`config.mk`:
```
export PLATFORM = sky130hd
export DESIGN_NAME = ps2_host_cmd_rx
export DESIGN_NICKNAME = d
export VERILOG_FILES = /design/src/rtl/ps2_host_cmd_rx.sv
export SDC_FILE = /design/constraint.sdc
export NUM_CORES = 1
export LEC_CHECK = 0
export CORE_ASPECT_RATIO = 0.7
export CORE_UTILIZATION = 50
export DETAILED_ROUTE_END_ITERATION = 16
export GPL_TIMING_DRIVEN = 0
export PLACE_DENSITY = 0.75
export SLEW_MARGIN = 20
export SYNTH_ARGS = -nofsm -noshare
export SYNTH_HDL_FRONTEND = slang
export SYNTH_SLANG_ARGS = --single-unit
```
`constraint.sdc`:
```
create_clock -name clock -period 2 [get_ports clock]
set_input_delay 0.3 -clock clock [delete_from_list [all_inputs] [get_ports clock]]
set_output_delay 0.3 -clock clock [all_outputs]
set_load 0.01 [all_outputs]
```
`src/rtl/ps2_host_cmd_rx.sv`:
```
// PS/2 device-side receiver for host-to-device command frames.
// Detects host RTS, clocks in 8 data bits, parity and stop, then acks.
module ps2_host_cmd_rx #(
  parameter int HALF_PERIOD = 2000,
  parameter int RTS_MIN     = 5000,
  parameter int SYNC_STAGES = 2
) (
  input  logic       clock,
  input  logic       reset,
  input  logic       ps2_clk_in,
  input  logic       ps2_dat_in,
  output logic       ps2_clk_oe,
  output logic       ps2_dat_oe,
  input  logic       tx_active,
  output logic       busy,
  output logic [7:0] rx_data,
  output logic       rx_valid,
  output logic       rx_error
);

  localparam int CMAX = (RTS_MIN > HALF_PERIOD) ? RTS_MIN : HALF_PERIOD;
  localparam int CW   = $clog2(CMAX + 1);
  localparam logic [CW-1:0] HP_LAST = CW'(HALF_PERIOD - 1);
  localparam logic [CW-1:0] RTS_CNT = CW'(RTS_MIN);

  typedef enum logic [2:0] {
    IDLE, INHIBIT, CLK_LOW, CLK_HIGH, ACK_LOW, ACK_HIGH
  } state_t;

  state_t state, state_n;
  logic [CW-1:0] cnt, cnt_n;
  logic [3:0] bi, bi_n;
  logic [7:0] sr, sr_n;
  logic par, par_n;
  logic lead, lead_n;
  logic [7:0] data_n;
  logic valid_n, error_n;

  logic [SYNC_STAGES-1:0] clk_sync, dat_sync;
  logic clk_s, dat_s;

  assign clk_s = clk_sync[SYNC_STAGES-1];
  assign dat_s = dat_sync[SYNC_STAGES-1];

  // Sync flops idle high so reset never looks like a host hold.
  always_ff @(posedge clock) begin
    if (reset) begin
      clk_sync <= '1;
      dat_sync <= '1;
    end else begin
      clk_sync <= {clk_sync[SYNC_STAGES-2:0], ps2_clk_in};
      dat_sync <= {dat_sync[SYNC_STAGES-2:0], ps2_dat_in};
    end
  end

  always_ff @(posedge clock) begin
    if (reset) begin
      state    <= IDLE;
      cnt      <= '0;
      bi       <= '0;
      sr       <= '0;
      par      <= 1'b0;
      lead     <= 1'b0;
      rx_data  <= '0;
      rx_valid <= 1'b0;
      rx_error <= 1'b0;
    end else begin
      state    <= state_n;
      cnt      <= cnt_n;
      bi       <= bi_n;
      sr       <= sr_n;
      par      <= par_n;
      lead     <= lead_n;
      rx_data  <= data_n;
      rx_valid <= valid_n;
      rx_error <= error_n;
    end
  end

  always_comb begin
    state_n = state;
    cnt_n   = cnt;
    bi_n    = bi;
    sr_n    = sr;
    par_n   = par;
    lead_n  = lead;
    data_n  = rx_data;
    valid_n = 1'b0;
    error_n = 1'b0;
    unique case (state)
      IDLE: begin
        if (clk_s) begin
          cnt_n = '0;
        end else if (cnt == RTS_CNT) begin
          if (!tx_active) begin
            state_n = INHIBIT;
            cnt_n   = '0;
          end
        end else begin
          cnt_n = cnt + CW'(1);
        end
      end
      INHIBIT: begin
        if (clk_s) begin
          cnt_n = '0;
          if (!dat_s) begin
            state_n = CLK_HIGH;
            bi_n    = '0;
            lead_n  = 1'b1;
          end else begin
            state_n = IDLE;
          end
        end
      end
      CLK_LOW: begin
        cnt_n = cnt + CW'(1);
        if (cnt == HP_LAST) begin
          cnt_n   = '0;
          state_n = CLK_HIGH;
        end
      end
      CLK_HIGH: begin
        cnt_n = cnt + CW'(1);
        if (cnt == HP_LAST) begin
          cnt_n   = '0;
          state_n = CLK_LOW;
          if (!clk_s) begin
            state_n = IDLE;
          end else if (lead) begin
            lead_n = 1'b0;
          end else begin
            bi_n = bi + 4'd1;
            unique case (1'b1)
              (bi < 4'd8): sr_n = {dat_s, sr[7:1]};
              (bi == 4'd8): par_n = dat_s;
              default: begin
                if (dat_s && (^{sr, par})) begin
                  state_n = ACK_LOW;
                end else begin
                  state_n = IDLE;
                  error_n = 1'b1;
                end
              end
            endcase
          end
        end
      end
      ACK_LOW: begin
        cnt_n = cnt + CW'(1);
        if (cnt == HP_LAST) begin
          cnt_n   = '0;
          state_n = ACK_HIGH;
        end
      end
      ACK_HIGH: begin
        cnt_n = cnt + CW'(1);
        if (cnt == HP_LAST) begin
          cnt_n   = '0;
          state_n = IDLE;
          data_n  = sr;
          valid_n = 1'b1;
        end
      end
      default: begin
        state_n = IDLE;
        cnt_n   = '0;
      end
    endcase
  end

  // Gated by reset so the bus is released in the reset cycle itself.
  assign ps2_clk_oe = !reset &&
    (state == CLK_LOW || state == ACK_LOW);
  assign ps2_dat_oe = !reset &&
    (state == ACK_LOW || state == ACK_HIGH);
  assign busy = !reset &&
    !(state == IDLE || state == INHIBIT);

endmodule
```
==> After elaboration in Yosys (flattened, before gate mapping) <==
Cells that the tools add are included.
{ "classes": {"add_sub_neg": 2, "n_lt_le_gt_ge": 1, "eq_ne": 20, "muxes": 33, "bitwise_logic": 5, "n_reduce_logical": 23} }
{ "ops": {"columns": ["cell", "n"], "rows": [
  ["$mux W13", 5],
  ["$pmux W13 S3", 1],
  ["$mux W3", 12],
  ["$ne A2 B2 Y1 const B", 11],
  ["$mux W4", 5],
  ["$pmux W3 S6", 1],
  ["$reduce_and A5 Y1", 3],
  ["$add A13 B1 Y13 const B", 1],
  ["$eq A13 B11 Y1 const B", 1],
  ["$eq A13 B13 Y1 const B", 1],
  ["$reduce_xor A9 Y1", 1],
  ["$pmux W4 S2", 1],
  ["$reduce_and A8 Y1", 1],
  ["$reduce_or A7 Y1", 1],
  ["$eq A3 B2 Y1 const B", 2],
  ["$eq A3 B3 Y1 const B", 2],
  ["$mux W1", 6],
  ["$reduce_and A6 Y1", 1],
  ["$not A1 Y1", 5],
  ["$add A4 B1 Y4 const B", 1],
  ["$eq A4 B4 Y1 const B", 1],
  ["$logic_and A1 B1 Y1", 4],
  ["$lt A4 B4 Y1 const B", 1],
  ["$ne A4 B4 Y1 const B", 1],
  ["10 further kinds", 15]
]} }
{ "totals": {"register_bits": 44, "in_bits": 5, "elab_cells": 95} }

==> Depth between registers and ports, before layout <==
{ "depth": {"word_depth": 8, "ltp_mapped": 8, "mapped_depth_nobuf": 7} }

==> Worst setup path before layout <==
No wires, ideal clock.
{ "synth_path": {"path_kind": "flip-flop to flip-flop", "start": "reg cnt[1]", "end": "reg sr[2]", "setup_ns": 0.128, "arrival_ns": 1.641, "required_time_ns": 1.872, "path_slack_ns": 0.231, "stages_incl_launch_ff": 7, "n_path_buf": 0, "synth_period_minus_slack_ns": 1.769, "path_cell_list": "dfxtp_1 > ha_1 > and4_2 > nand4_4 > nor3_4 > mux2i_1 > nor2_1"} }
{ "synth_between": {"elab_chain_len": 2} }
{ "synth_lines": {"columns": ["item", "line_no", "rtl"], "rows": [
  ["start: declaration", "31", "logic [CW-1:0] cnt, cnt_n;"],
  ["start signal: assignment", "69", "cnt <= cnt_n;"],
  ["$eq A13 B11 Y1", "124", "if (cnt == HP_LAST) begin"],
  ["$reduce_and A5 Y1 (no source line)", null, null],
  ["end signal: assignment", "71", "sr <= sr_n;"],
  ["end: declaration", "33", "logic [7:0] sr, sr_n;"]
]} }
No other way between the ends.
A chain may end at the register's enable or synchronous reset.

==> Worst setup path after layout <==
{ "layout_path": {"start": "reg cnt[0]", "end": "reg cnt[12]"} }
{ "layout_between": {"elab_chain_len": 4, "word_cells_on_any_way": 9} }
{ "layout_lines": {"columns": ["item", "line_no", "rtl"], "rows": [
  ["$add A13 B1 Y13 or $eq A13 B13 Y1 (tied branches)", null, null],
  ["$mux W13", "94", "end else if (cnt == RTS_CNT) begin"],
  ["$mux W13", "92", "if (clk_s) begin"],
  ["$pmux W13 S3", "90", "unique case (state)"]
]} }
Several ways; a longest one is shown, not always the timed one.

==> impl_metrics.py <==
metrics = {
    "outcome": {
        "status": "finished, final reports clean",
    },
    "place": {
        "post-dp-hpwl_um": 3060,
        "port_buffers": 16,
        "placed_area_um2": 2420,
        "gp_congestion": 0.901,
        "placed_cells": 305,
    },
    "sta": {
        "drv_slew": 0,
        "setup-violations-final": 0,
        "fin_crit_sh_pct": 95.5,
        "hold_violations": 0,
        "worst_pin_slew_ns": 0.438,
        "timing.final.crit_period_ns": 1.91,
        "slew_headroom_pct": 70.8,
        "timing.fmax_mhz": 523,
        "clock_skew_ns": 0.00620,
    },
    "worst_setup_path": {
        "path_max_fanout": 10,
        "cpPeakStageDelay_ns": 0.37,
        "path_cells": "inv_1, ha_1, nor4bb_1, a41o_2, buf_6, a211oi_1, xnor2_1, nor2_1",
        "worstPathBufferInverterCount": 2,
        "cp.arrival_ns": 2.10,
        "path_delay_family": "compound AO/OA/AOI/OAI gates",
        "cp-end-kind": "flip-flop",
        "crit_path_start_kind": "flip-flop",
        "crit_required_ns": 2.19,
        "cp_slowest_cell": "dfxtp_1",
        "crit_type": "flip-flop to flip-flop",
    },
    "grt": {
        "antenna_found_initial": 0,
        "grt_pass1_vias": 1498,
        "grt_first_pass_wirelength_um": 7010,
        "grt_max_degree": 14,
        "grtUsageTotal_pct": 20.0,
        "gr-total-overflow": 0,
    },
    "clock_tree": {
        "ctsHoldBuffers": 0,
        "insertion_delay_ns": 0.29,
        "cts_tree": "yes",
        "cts_root_buf": "clkbuf_8",
        "clk_path_buf_depth": 2,
        "clkSinkCount": 44,
        "ctsHtreeMaxLevel": 2,
        "clkSlewWorstSetupHoldPaths_ns": 0.08,
        "tritoncts.num_buffers": 5,
    },
    "floorplan": {
        "die_y_um": 57.4,
        "pin_count": 18,
        "die-area_um2": 4650,
        "rows": 19,
        "initial_core_util_pct": 53.9,
        "die_x_um": 81.1,
        "core-area_um2": 4070,
    },
    "route": {
        "drtIter0Drc": 80,
        "dr.pass1.iters": 4,
        "post_drt_wl_per_cell_um": 13.8,
        "viasPerCell": 5.44,
        "vias": 1715,
        "ant_nets": 0,
        "routed_wirelength_um": 4350,
        "drc": 0,
    },
    "synthesis": {
        "syn_inst": 237,
        "ys_seq_elements": 44,
        "ys_seq_area_share_pct": 40.2,
        "yosysWarnings": 0,
        "synth_cell_types": 51,
        "synth.avg_cell_area_um2": 9.24,
        "mappedNetlistArea_um2": 2190,
        "syn_nets": 248,
    },
    "cells_and_area": {
        "fin_nets": 273,
        "area_delta_synth_final_pct": 17.4,
        "finalNonFillerCells": 315,
        "antenna_cells": 0,
        "final_util_pct": 63.3,
        "fill_cells": 328,
        "postLayoutCellArea_um2": 2570,
        "layout-drive-gt1-share_pct": 14.4,
    },
    "pwr": {
        "p_per_area_nw_per_um2": 588,
        "power_w": 0.00151,
        "peakVddDrop_mv": 0.412,
        "p_leak_nw": 0.957,
    },
    "job": {
        "maxCapViolCount": 0,
    },
    "hold_path": {
        "hold_class": "input pin to flip-flop",
    },
}
## area by class of cell
| type | count | area, um2 | area share (%) |
|---|---|---|---|
| buffer | 11 | 85.1 | 3.31 |
| clock buffer | 7 | 86.3 | 3.36 |
| clock inverter | 1 | 7.51 | 0.292 |
| inverter | 10 | 41.3 | 1.61 |
| multi-input combinational | 172 | 1220 | 47.3 |
| sequential | 44 | 882 | 34.3 |
| tap | 52 | 65.1 | 2.53 |
| timing repair buffer | 18 | 188 | 7.30 |
## placed cells by master, fill, tap and decap left out, types with 3 or more instances in the layout
cell / instances
dfxtp_1: 43
clkbuf_1: 4
o21ai_0: 7
clkdlybuf4s50_1: 13
inv_1: 9
mux2i_1: 17
nor2_1: 35
nor3_1: 5
a21oi_1: 12
buf_6: 5
ha_1: 5
nand2_1: 13
or2_2: 4
clkbuf_8: 6
xnor2_1: 17
a211oi_1: 4
nand4_1: 3
nand3_1: 7
## power by group
part	internal (W)	switching, W
Combinational	0.0000199	0.0000258
Sequential	0.000882	0.00000585
Clock	0.000281	0.000297
## final timing paths
| check | startpoint | end | slack (ns) | cells after the start |
|---|---|---|---|---|
| min reg2reg | clk_sync[0] | clk_sync[1] | 0.42 | 1 |
| max reg2reg | cnt[0] | cnt[12] | 0.09 | 8 |
| max | cnt[0] | cnt[12] | 0.09 | 8 |
| min | reset | bi[2] | 0.33 | 3 |
## sequential cells by signal, indices dropped and copies added, names as in the netlist
signal,cells
bi,4
clk_sync,2
cnt,13
dat_sync,2
lead,1
par,1
rx_data,8
rx_error,1
rx_valid,1
sr,8
state,3
## tightest hold or removal path, cell delays in order
cell	delay (ns)
buf_6	0.11
a21o_1	0.12
a21oi_1	0.04
## cells by family (layout without fill, tap and decap cells)
family / Yosys count / in the layout / synth area share (%)
simple gates: 88 / 88 / 22.0
flops: 44 / 44 / 40.2
compound gates: 42 / 42 / 13.2
buf+inv: 21 / 47 / 5.14
xor+xnor: 19 / 19 / 8.22
mux: 17 / 17 / 7.77
fa+ha+maj: 6 / 6 / 3.43
## synthesized netlist by cell type (all sizes together)
cell	n	area, um2
dfxtp	44	881
nor2	35	131
mux2i	17	170
xnor2	17	149
a21oi	13	68.8
nand2	13	48.8
inv	10	37.5
buf	7	60.1
nand3	7	35.0
o21ai	7	35.0
ha	6	75.1
nor3	6	41.3
a211oi	4	30.0
clkbuf	4	15.0
nand4	4	40.0
or2	4	25.0
and3b	3	27.5
and4	3	30.0
a2111oi	2	23.8
a21o	2	15.0
a311oi	2	17.5
a31oi	2	12.5
and2	2	12.5
nand2b	2	12.5
o31ai	2	15.0
or4	2	15.0
a211o	1	8.76
a21boi	1	7.51
a31o	1	8.76
a41o	1	11.3
and2b	1	7.51
and4bb	1	16.3
nand3b	1	7.51
nor2b	1	6.26
nor4b	1	8.76
nor4bb	1	10.0
o21a	1	7.51
o21bai	1	11.3
o2bb2ai	1	8.76
o311ai	1	8.76
or3	1	6.26
xnor3	1	22.5
xor2	1	8.76
## stage by stage
stage	hold slack (ns)	setup slack [ns]	TNS, ns
final	0.331	0.0894	0
after global routing	0.339	-0.000876	-0.00111
after CTS	0.312	0.00257	0
after global placement	0.391	0.000177	0
after floorplan	0.389	0.231	0
after detailed placement	0.400	-0.0238	-0.162
## repair_timing
item	CTS	global route
pin swaps	1	1
cloned	0	0
setup endpoints to repair	21	22
gates resized for setup	5	11
setup buffers	1	1
## layer usage
layer / share of wire [%] / wire, um / GRT usage [%]
met5: 0 / 0 / 0
met4: 0.78 / 34 / 6.12
met3: 5.6 / 245 / 6.08
met2: 40 / 1720 / 25.6
met1: 54 / 2350 / 31.1
No activity file was read; power rests on OpenSTA's default activity.
